===== config.mk =====
export PLATFORM = sky130hd
export DESIGN_NAME = data_mem_arbiter
export DESIGN_NICKNAME = d
export VERILOG_FILES = /design/src/rtl/data_mem_arbiter.sv
export SDC_FILE = /design/constraint.sdc
export NUM_CORES = 1
export LEC_CHECK = 0
export ABC_AREA = 1
export CAP_MARGIN = 20
export CORE_UTILIZATION = 40
export CTS_BUF_LIST = sky130_fd_sc_hd__clkbuf_16
export CTS_CLUSTER_DIAMETER = 50
export CTS_CLUSTER_SIZE = 14
export DETAILED_ROUTE_END_ITERATION = 10
export PLACE_DENSITY_LB_ADDON = 0.08
export SLEW_MARGIN = 10
export SYNTH_ARGS = -nofsm -noshare
export SYNTH_HDL_FRONTEND = slang
export SYNTH_SLANG_ARGS = --single-unit

===== constraint.sdc =====
create_clock -name clk -period 3.34 [get_ports clk]
set_clock_uncertainty 0.2 [all_clocks]
set_input_delay 0.501 -clock clk [delete_from_list [all_inputs] [get_ports clk]]
set_output_delay 0.501 -clock clk [all_outputs]
set_load 0.02 [all_outputs]

===== src/rtl/data_mem_arbiter.sv =====
// Round-robin arbiter that shares the data memory's single port between the CPU (port 0)
// and the loader (port 1). Each granted request is sequenced IDLE -> ACCESS -> RESP.
module data_mem_arbiter #(
  parameter int DATA_WIDTH = 32,
  parameter int ADDR_WIDTH = 17
) (
  input  logic                  clk,
  input  logic                  rst_n,
  input  logic                  req0,
  input  logic                  req1,
  input  logic                  we0,
  input  logic                  we1,
  input  logic [DATA_WIDTH-1:0] addr0,
  input  logic [DATA_WIDTH-1:0] addr1,
  input  logic [DATA_WIDTH-1:0] wdata0,
  input  logic [DATA_WIDTH-1:0] wdata1,
  output logic                  gnt0,
  output logic                  gnt1,
  output logic                  rvalid0,
  output logic                  rvalid1,
  output logic [DATA_WIDTH-1:0] rdata,
  output logic                  err,
  output logic                  mem_we,
  output logic [DATA_WIDTH-1:0] mem_a,
  output logic [DATA_WIDTH-1:0] mem_wd,
  input  logic [DATA_WIDTH-1:0] mem_rd
);

  typedef enum logic [1:0] {
    S_IDLE   = 2'd0,
    S_ACCESS = 2'd1,
    S_RESP   = 2'd2
  } state_t;

  state_t                r_state;
  logic                  r_last_grant;
  logic                  r_port;
  logic                  r_we;
  logic                  r_err_pending;
  logic [DATA_WIDTH-1:0] r_addr;
  logic [DATA_WIDTH-1:0] r_wdata;
  logic [DATA_WIDTH-1:0] r_rdata;
  logic                  r_err;
  logic                  r_rvalid0;
  logic                  r_rvalid1;

  logic                  w_idle;
  logic                  w_gnt0;
  logic                  w_gnt1;
  logic                  w_sel_we;
  logic [DATA_WIDTH-1:0] w_sel_addr;
  logic [DATA_WIDTH-1:0] w_sel_wdata;
  logic                  w_addr_err;

  // r_last_grant = 1 means port 1 was granted last, so port 0 wins the next contention.
  assign w_idle = (r_state == S_IDLE) && rst_n;
  assign w_gnt0 = w_idle && req0 && (!req1 || r_last_grant);
  assign w_gnt1 = w_idle && req1 && (!req0 || !r_last_grant);

  assign w_sel_we    = w_gnt1 ? we1    : we0;
  assign w_sel_addr  = w_gnt1 ? addr1  : addr0;
  assign w_sel_wdata = w_gnt1 ? wdata1 : wdata0;
  assign w_addr_err  = (w_sel_addr[DATA_WIDTH-1:ADDR_WIDTH] != '0) || (w_sel_addr[1:0] != 2'b00);

  always_ff @(posedge clk) begin
    if (!rst_n) begin
      r_state       <= S_IDLE;
      r_last_grant  <= 1'b1;
      r_port        <= 1'b0;
      r_we          <= 1'b0;
      r_err_pending <= 1'b0;
      r_addr        <= '0;
      r_wdata       <= '0;
      r_rdata       <= '0;
      r_err         <= 1'b0;
      r_rvalid0     <= 1'b0;
      r_rvalid1     <= 1'b0;
    end else begin
      case (r_state)
        S_IDLE: begin
          if (w_gnt0 || w_gnt1) begin
            r_port        <= w_gnt1;
            r_last_grant  <= w_gnt1;
            r_we          <= w_sel_we;
            r_addr        <= w_sel_addr;
            r_wdata       <= w_sel_wdata;
            r_err_pending <= w_addr_err;
            r_state       <= S_ACCESS;
          end
        end
        S_ACCESS: begin
          r_rdata   <= (r_we || r_err_pending) ? '0 : mem_rd;
          r_err     <= r_err_pending;
          r_rvalid0 <= !r_port;
          r_rvalid1 <= r_port;
          r_state   <= S_RESP;
        end
        S_RESP: begin
          r_rvalid0 <= 1'b0;
          r_rvalid1 <= 1'b0;
          r_state   <= S_IDLE;
        end
        default: r_state <= S_IDLE;
      endcase
    end
  end

  // rst_n gates the write strobe directly so an access aborted by reset never commits.
  assign mem_we  = (r_state == S_ACCESS) && r_we && !r_err_pending && rst_n;
  assign mem_a   = r_addr;
  assign mem_wd  = r_wdata;
  assign gnt0    = w_gnt0;
  assign gnt1    = w_gnt1;
  assign rvalid0 = r_rvalid0;
  assign rvalid1 = r_rvalid1;
  assign rdata   = r_rdata;
  assign err     = r_err;

endmodule


Word-level counts from Yosys, hierarchy flattened
Index checks and enable logic that the tools add are counted.
Widths: inputs -> output; s select.
- flip-flop bits (word level): 105
- bits of input ports: 166
- output and inout port bits: 102
- word-level logic and storage cells: 45
- equal/unequal tests: 3
- muxes and demuxes: 8
- reduce and logical (&&, ||, !) cells: 23
- operators by type and width (cell ; count):
    $mux 32 ; 3
    $reduce_bool 15->1 ; 1
    $logic_and 1x1->1 ; 8
    $logic_not 1->1 ; 5
    $logic_or 1x1->1 ; 5
    $pmux 1 s2 ; 2
    $pmux 2 s2 ; 1
    $reduce_bool 2->1 ; 2
    $eq 2x1->1 const B ; 1
    $eq 2x2->1 const B ; 1
    $logic_not 2->1 ; 1
    $mux 2 ; 1
    $ne 2x1->1 const B ; 1
    $reduce_and 2->1 ; 1
    $mux 1 ; 1

Longest topological paths before layout
Gate-level depths: netlist of the first run.
- depth in word-level cells: 7
- mapped depth: 13
- depth with buffers taken out: 12

Least setup slack after synthesis of the first run
OpenSTA, ideal clock, no wires.
- kind: input to output
- from: input port rst_n
- to: output port mem_we
- arrival: 1221 ps
- data required time: 2639 ps
- path slack: 1418 ps
- cell stages on the path: 4
- path buffers: 2
- cells stage by stage: buf_4 -> clkbuf_1 -> nand2_1 -> nor2_1
- word-level cells in the longest chain between the ends: 1
- ends and longest elaborated chain (item ; RTL line ; RTL):
    from (decl) ; 8 ; input logic rst_n,
    $logic_and 1x1->1 ; 109 ; assign mem_we = (r_state == S_ACCESS) && r_we && !r_err_pending && rst_n;
    to (decl) ; 23 ; output logic mem_we,
No other way between the ends.

Final worst setup path of the first run
- from: register r_state[0]
- to: output port gnt0
- word-level cells in the longest chain between the ends: 4
- ends and longest elaborated chain (item ; RTL line ; RTL):
    from (decl) ; 35 ; state_t r_state;
    from (signal assigned) ; 67 ; r_state <= S_IDLE;
    from (signal assigned) ; 88 ; r_state <= S_ACCESS;
    from (signal assigned) ; 96 ; r_state <= S_RESP;
    $logic_not 2->1 ; 56 ; assign w_idle = (r_state == S_IDLE) && rst_n;
    $logic_and 1x1->1 ; 56 ;
    $logic_and 1x1->1 (2 in a row) ; 57 ; assign w_gnt0 = w_idle && req0 && (!req1 || r_last_grant);
    to (decl) ; 17 ; output logic gnt0,
No other way between the ends.

==> results.ini, run 1 <==
[run_status]
status = completed

[die]
die_x_um = 110
start_util = 0.412
die_y_um = 110
die_area_mm2 = 0.0122
io_pins = 268
core_mm2 = 0.0114
num_rows = 39

[synthesis]
synth_cell_types = 21
synth_commonest_cells = 233 x nand2_1, 105 x dfxtp_1, 96 x inv_1
synth_nets = 840
synth.most_common_cell = nand2_1
yosysSeqAreaShare = 0.447
synthFlopType = dfxtp_1
yosysTopAreaCell = dfxtp_1
ys_ff_latch = 105
postSynthAreaPerCell_um2 = 7.03
netlist_area_mm2 = 0.00470
yosys-top-cells-area = dfxtp_1 45%, nand2_1 19%, o211ai_1 9.7%, inv_1 7.7%, nand3_1 5.7%
synth.top_cell.area_share = 0.447
ys_async_sr_fraction = 0
postSynthCellCount = 669
yosys_warnings = 0
synth_edf_count = 0

[run]
max-cap-violations = 0

[grt]
grt-ovfl-total = 0
use_met3 = 0.0708
antenna_found_initial = 0
first_global_vias = 4952
grt_pass1_wl_mm = 24.0
met1_usage = 0.274
gr-usage-all-layers = 0.243
use_met2 = 0.422
grt_start_max_net_pins = 65
grt-busiest-layer = met2

[critical_path]
crit_chain = inv_1 > ha_1 > nand3_1 > a21oi_1 > clkdlybuf4s50_1
worstSetupEndpoint = gnt0
cp_top_family = buffers and inverters
reg2reg_setup_slack_ps = 850
arrival_ps = 2120
worstPathRequired_ps = 2640
cp-end-kind = output pin
reg2reg_from = r_state[0]
crit_path_start_kind = flop
rr_worst_depth = 10
crit_buf_inv = 2
critPathMaxStageDelay_ps = 640
cp_slowest_cell = clkdlybuf4s50_1
r2r-end = mem_wd[26]
cp-startpoint = r_state[0]
path_class = flop to output pin
path_depth = 5
path_max_fanout = 6

[sta]
rsz0062_at_grt = false
worstMarginPinSlew_ps = 642
fin_setup_tns_ps = 0
period_share = 0.845
hold_violations = 0
fmax_mhz = 355
slew_headroom = 0.572
min_period_ps = 2820
setup_viol = 0
layout_setup_ws_ps = 519
slew_violations = 0

[routing]
drc_errors = 0
wl_per_cell_um = 14.0
routed_via_density = 4.79
routed_wl_mm = 14.8
drtIter0Drc = 260
drtAntennaViolNets = 0
vias = 5073
firstDrtPassIters = 4

[power_and_ir_drop]
powerDensity_mw_per_mm2 = 621
ir_drop_v = 0.000292
leakagePower_nw = 3.45

[clock_tree]
clock-sinks = 105
clkSlewWorstSetupHoldPaths_ps = 70
ctsHoldBuffers = 0
cts_buffers = 9
postCtsSetupRepairBufs = 0
h-tree-depth = 3
post_cts_resized = 0
clk_latency_ps = 340
cts.path.max_buffers = 2
cts-root-buf = clkbuf_16
cts_tree = done

[cells_and_area]
antennaDiodeCount = 0
multi_input_area_mm2 = 0.00203
final_core_util = 0.676
register_area_mm2 = 0.00210
synthToLayoutAreaGrowth_pct = 64.1
layout.nets = 1082
drive_gt1_frac = 0.0338
fillers = 983

[min_path]
min_from = rdata[12]
hold_class = flop to flop

[place]
gp_congestion = 0.845
post-dp-hpwl_mm = 10.9
io_buffers = 267
pre_cts_ws_ps = 662

==> flip-flops by register name, summed over array words and instances (netlist names) <==
name	flops
r_last_grant	1
rvalid1	1
r_we	1
rdata	32
mem_a	32
err	1
rvalid0	1
r_err_pending	1
r_state	2
mem_wd	32
r_port	1
==> routing by layer <==
| layer | vias to the layer above | part of all wire |
|---|---|---|
| li1 | 2609 | - |
| met1 | 2227 | 0.41 |
| met2 | 205 | 0.48 |
| met3 | 32 | 0.079 |
| met4 | 0 | 0.031 |
| met5 | - | 0 |
==> layout make-up <==
class | count | share of cell area
Clock inverter | 7 | 0.00794
Inverter | 97 | 0.0471
Timing Repair Buffer | 276 | 0.357
Multi-Input combinational cell | 422 | 0.263
Clock buffer | 9 | 0.0292
Tap cell | 143 | 0.0232
Sequential cell | 105 | 0.272
==> cell families after synthesis <==
group	count (synthesis)	synth area share
AO/OA/AOI/OAI	114	0.157
adder cells (fa/ha/maj)	5	0.0133
buffers and inverters	142	0.125
flip-flops	105	0.447
AND/OR/NAND/NOR	303	0.258
==> per-stage QoR <==
step / std cells / area, um2 / power (mW) / hold WS (ps)
2_1_floorplan: 669 / 4700 / 2.84 / 242
3_3_place_gp: 1043 / 7440 / 3.76 / 251
3_5_place_dp: 1043 / 7440 / 3.80 / 255
4_1_cts: 1059 / 7720 / 4.84 / 265
5_1_grt: 1059 / 7720 / 5.08 / 280
6_report: 1059 / 7720 / 4.79 / 263
==> where the power goes <==
group	internal [mW]	total, mW	switching (mW)
Clock	0.573	1.03	0.452
Combinational	0.937	2.07	1.14
Sequential	1.54	1.69	0.152
Total	3.05	4.79	1.74
==> cells in the final DEF, fill, tap and decap left out, types with 2 or more instances in the layout <==
cell             netlist  final
clkdlybuf4s50_1        0    266
o211ai_1              61     61
a21oi_1               38     38
nand2_1              233    232
nor2_2                 2      2
nor2_1                12     11
o21bai_1               4      4
inv_1                 96     96
ha_1                   5      5
clkbuf_16              0      9
buf_12                 0      2
clkinv_1               1      2
dfxtp_1              105    105
o21ai_0                8      8
clkinv_2               0      4
buf_4                  6      7
nand3_1               54     54
==> how the worst min path moves through the flow <==
| stage | end | depth (start not counted) |
|---|---|---|
| 2_1_floorplan | rvalid1 | 2 |
| 3_3_place_gp | rdata[3] | 2 |
| 3_5_place_dp | rdata[8] | 2 |
| 4_1_cts | rdata[8] | 2 |
| 5_1_grt | rdata[2] | 2 |
| 6_report | rdata[12] | 2 |
==> tightest hold or removal path, stage by stage, from the launching register on <==
cell     delay, ps
dfxtp_1        310
nand2_1         60
a21oi_1         50
(Power assumes the default switching activity.)
==> run 2, diff against run 1 <==
Settings changed: CORE_UTILIZATION 40 to 39.
Clock period 3.34 ns to 2.9 ns, I/O delays scaled along.
==> run 2 against run 1 <==
Against the previous run: the flow now finishes with violations (design-rule violations); clock-buffer cell count did not move; via count rose by 0.61%; hold slack barely moved; critical path depth did not move; routed wire length rose by 3.1%.
==> results.ini, run 2 (synthesized netlist as in run 1, its figures left out) <==
[grt]
grt_pass1_wl_mm = 24.2  ; +0.98%
use_met2 = 0.430  ; +0.00828
grt-ovfl-total = 0  ; unchanged
gr-usage-all-layers = 0.243  ; about the same
use_met3 = 0.0729  ; +0.00214
grt-busiest-layer = met2
grt_start_max_net_pins = 53  ; -18%
met1_usage = 0.268  ; -0.00557
first_global_vias = 4948  ; -0.081%
antenna_found_initial = 0  ; unchanged

[critical_path]
critPathMaxStageDelay_ps = 640  ; about the same
cp-startpoint = r_state[1]
path_class = flop to output pin
reg2reg_from = r_state[0]
cp-end-kind = output pin
crit_chain = inv_1 > ha_1 > nand3_1 > a21oi_2 > clkdlybuf4s50_1
cp_slowest_cell = clkdlybuf4s50_1
worstPathRequired_ps = 2270  ; -370 ps
crit_path_start_kind = flop
arrival_ps = 2200  ; +80 ps
path_max_fanout = 6  ; unchanged

[die]
core_mm2 = 0.0116  ; +1.3%
die_area_mm2 = 0.0125  ; +2.5%
die_y_um = 112  ; +1.2%
io_pins = 268  ; unchanged
num_rows = 39  ; unchanged
start_util = 0.407  ; -0.00522
die_x_um = 112  ; +1.2%

[clock_tree]
cts_tree = done
clk_latency_ps = 350  ; about the same
clkSlewWorstSetupHoldPaths_ps = 80  ; about the same
ctsHoldBuffers = 0  ; unchanged
postCtsSetupRepairBufs = 0  ; unchanged
cts.path.max_buffers = 2  ; unchanged
clock-sinks = 105  ; unchanged
cts_buffers = 9  ; unchanged
cts-root-buf = clkbuf_16
h-tree-depth = 3  ; unchanged

[routing]
routed_wl_mm = 15.3  ; +3.1%
routed_via_density = 4.81  ; +0.42%
drtIter0Drc = 285  ; +9.6%
firstDrtPassIters = 7  ; +3
wl_per_cell_um = 14.4  ; +2.9%
drc_errors = 20  ; +20
drtAntennaViolNets = 0  ; unchanged
vias = 5104  ; +0.61%

[cells_and_area]
drive_gt1_frac = 0.0381  ; +0.00428
final_common_cell = clkdlybuf4s50_1
layout.nets = 1084  ; +0.18%
synthToLayoutAreaGrowth_pct = 65.1
final_core_util = 0.672  ; -0.00477
antennaDiodeCount = 0  ; unchanged
final_cell_mix = 266 x clkdlybuf4s50_1, 232 x nand2_1, 105 x dfxtp_1

[run_status]
status = complete, but fails checks
failed_checks = design-rule violations

[place]
io_buffers = 267  ; unchanged
post-dp-hpwl_mm = 11.3  ; +3.5%
gp_congestion = 0.845  ; unchanged

[power_and_ir_drop]
powerDensity_mw_per_mm2 = 724  ; +17%
ir_drop_v = 0.000418  ; +43%
leakagePower_nw = 3.47  ; +0.51%

[sta]
period_share = 0.978
hold_violations = 0  ; unchanged
fmax_mhz = 352
setup_viol = 0  ; unchanged
slew_headroom = 0.627  ; +0.0550
worstMarginPinSlew_ps = 558  ; -84.5 ps
rsz0062_at_grt = false
min_period_ps = 2840
slew_violations = 0  ; unchanged
fin_setup_tns_ps = 0  ; unchanged

[run]
max-cap-violations = 0  ; unchanged

[min_path]
min_from = rdata[24]
hold_class = flop to flop

-- run 2: path summary, 6_finish.rpt --
path | end | slack [ps] | cells after the start
min reg2reg | rdata[24] | 260 | 2
max reg2reg | mem_wd[10] | 380 | 10
max | gnt0 | 60 | 5
min | rdata[24] | 260 | 2
-- run 2: critical path, delay by kind of cell (launching register included) --
kind	cells	cell delay [ps]
compound gates	1	240
simple gates	1	200
flops	1	340
fa+ha+maj	1	300
buf+inv	2	780
-- run 2: cell type report --
type	instances	area, um2
fill	993	3800
clock buffer	9	225
timing repair buffer	278	2780
multi-input combinational	422	2030
sequential	105	2100
inverter	97	364
tap	143	179
clock inverter	7	86.3
-- run 2: repair_timing --
action,in CTS,in global routing
hold endpoints to repair,0,0
endpoints found under the setup margin,1,0
gates resized for setup,1,0
-- run 2: metal layers --
layer / share of wire / vias up
li1: - / 2605
met1: 0.40 / 2273
met2: 0.48 / 193
met3: 0.088 / 33
met4: 0.033 / 0
met5: 0 / -
-- run 2: report_power, final --
group / leakage, nW / total, mW / internal [mW] / switching [mW]
registers: 0.864 / 1.96 / 1.78 / 0.180
logic: 2.45 / 2.40 / 1.09 / 1.31
clock network: 0.150 / 1.27 / 0.690 / 0.578
-- run 2: through the flow --
| step | power, mW | worst slack [ps] | cell area, um2 | instances | hold slack [ps] |
|---|---|---|---|---|---|
| after floorplan | 3.28 | 1070 | 4700 | 669 | 242 |
| after global placement | 4.33 | 213 | 7450 | 1045 | 251 |
| after detailed placement | 4.39 | 217 | 7450 | 1045 | 255 |
| after CTS | 5.67 | 56.7 | 7770 | 1061 | 267 |
| after global routing | 5.96 | 8.70 | 7770 | 1061 | 284 |
| final | 5.62 | 62.5 | 7770 | 1061 | 263 |
==> run 3, diff against run 2 <==
Settings changed: MAX_ROUTING_LAYER from default to met4.
Clock period 2.9 ns to 3.07 ns, I/O delays scaled along.
==> run 3 against run 2 <==
Against the previous run: the run still ends with design-rule violations left; final cell count unchanged; via count increased by 0.72%; worst setup slack improved by 99 ps; die area unchanged; register-to-register slack improved by 140 ps; non-clock buffer count unchanged; clock power decreased by 9%; critical path depth unchanged; cell area decreased by 0.16%; first-iteration DRC count increased by 28%; sequential cell count unchanged; highest routed layer unchanged.
==> results.ini, run 3 (synthesized netlist as in run 1, its figures left out) <==
[sta]
setup_viol = 0  ; unchanged
fmax_mhz = 344
slew_headroom = 0.643  ; +0.0160
slew_violations = 0  ; unchanged
worstMarginPinSlew_ps = 534  ; -23.9 ps
hold_violations = 0  ; unchanged
min_period_ps = 2910
period_share = 0.947
fin_setup_tns_ps = 0  ; unchanged
rsz0062_at_grt = false
layout_setup_ws_ps = 161  ; +99.0 ps

[critical_path]
crit_path_start_kind = flop
cp-end-kind = output pin
arrival_ps = 2250  ; +50 ps
path_class = flop to output pin
worstPathRequired_ps = 2410  ; +140 ps
reg2reg_setup_slack_ps = 520  ; +140 ps
path_max_fanout = 6  ; unchanged

[clock_tree]
h-tree-depth = 3  ; unchanged
ctsHoldBuffers = 0  ; unchanged
cts-root-buf = clkbuf_16
cts.path.max_buffers = 2  ; unchanged
cts_buffers = 9  ; unchanged
post_cts_resized = 0  ; -1
postCtsSetupRepairBufs = 0  ; unchanged
cts_tree = done
clk_latency_ps = 340  ; about the same
clock-sinks = 105  ; unchanged
clkSlewWorstSetupHoldPaths_ps = 70  ; about the same

[grt]
grt_start_max_net_pins = 45  ; -15%
antenna_found_initial = 0  ; unchanged
grt-ovfl-total = 0  ; unchanged
gr-usage-all-layers = 0.255  ; +0.0115
grt_pass1_wl_mm = 24.8  ; +2.3%
first_global_vias = 5099  ; +3.1%

[place]
post-dp-hpwl_mm = 11.4  ; +0.76%
pre_cts_ws_ps = 349  ; +131 ps
io_buffers = 267  ; unchanged
gp_congestion = 0.859  ; +1.7%

[die]
die_area_mm2 = 0.0125  ; unchanged
io_pins = 268  ; unchanged
num_rows = 39  ; unchanged
core_mm2 = 0.0116  ; unchanged
start_util = 0.407  ; unchanged
die_x_um = 112  ; unchanged
die_y_um = 112  ; unchanged

[cells_and_area]
antennaDiodeCount = 0  ; unchanged
fillers = 1014  ; +2.1%
multi_input_area_mm2 = 0.00203  ; -0.18%
drive_gt1_frac = 0.0370  ; -0.00109
final_common_cell = clkdlybuf4s50_1
synthToLayoutAreaGrowth_pct = 64.8
register_area_mm2 = 0.00210  ; unchanged
layout.nets = 1084  ; unchanged
final_cell_mix = 266 x clkdlybuf4s50_1, 232 x nand2_1, 105 x dfxtp_1

[run_status]
status = complete, but fails checks
failed_checks = design-rule violations

[power_and_ir_drop]
leakagePower_nw = 3.47  ; -0.11%
powerDensity_mw_per_mm2 = 681  ; -6.0%
ir_drop_v = 0.000350  ; -16%
finalPower_mw = 5.28  ; -6.1%

[routing]
drc_errors = 21  ; +5.0%
firstDrtPassIters = 7  ; unchanged
wl_per_cell_um = 14.5  ; +0.49%
routed_via_density = 4.85  ; +0.72%
vias = 5141  ; +0.72%
drtAntennaViolNets = 0  ; unchanged
drtIter0Drc = 364  ; +28%
routed_wl_mm = 15.3  ; +0.49%

[run]
max-cap-violations = 0  ; unchanged

[min_path]
hold_class = flop to flop

run 3: cell count changes in the layout (fill, tap and decap cells not counted):
cell	before	now
clkinv_2	0	1
inv_8	2	0
a21oi_1	37	38
clkinv_4	1	2
a21oi_2	1	0
run 3: critical path: stages, from the launching register on:
cell and delay [ps]:
dfxtp_1 340, inv_1 130, ha_1 310, nand3_1 180, a21oi_1 280, clkdlybuf4s50_1 670
run 3: area by class of cell:
| cell class | count | share of cell area |
|---|---|---|
| Clock inverter | 7 | 0.0100 |
| Multi-Input combinational cell | 422 | 0.262 |
| Tap cell | 143 | 0.0231 |
| Clock buffer | 9 | 0.0290 |
| Sequential cell | 105 | 0.271 |
| Timing Repair Buffer | 278 | 0.358 |
| Inverter | 97 | 0.0470 |
run 3: path summary, 6_finish.rpt:
check / to / startpoint / cells past startpoint
min reg2reg: rdata[15] / rdata[15] / 2
max: gnt0 / r_state[1] / 5
min: rdata[15] / rdata[15] / 2
max reg2reg: mem_wd[14] / r_state[1] / 10
run 3: metrics by stage:
stage / instance area, um2 / cells / hold slack [ps] / util
floorplan: 4700 / 669 / 242 / -
global placement: 7450 / 1045 / 251 / 0.644
detailed placement: 7450 / 1045 / 260 / 0.644
CTS: 7750 / 1061 / 271 / 0.670
global route: 7750 / 1061 / 285 / 0.670
finish: 7750 / 1061 / 269 / 0.670
run 3: power breakdown:
group / switching [mW] / internal (mW)
Combinational: 1.24 / 1.03
Sequential: 0.174 / 1.68
Clock: 0.521 / 0.640
run 3: routing by layer:
layer | vias to the layer above | share of wire | global-route usage
li1 | 2613 | - | -
met1 | 2296 | 0.40 | 0.290
met2 | 200 | 0.49 | 0.435
met3 | 32 | 0.081 | 0.0550
met4 | 0 | 0.028 | 0.0991
met5 | - | 0 | -
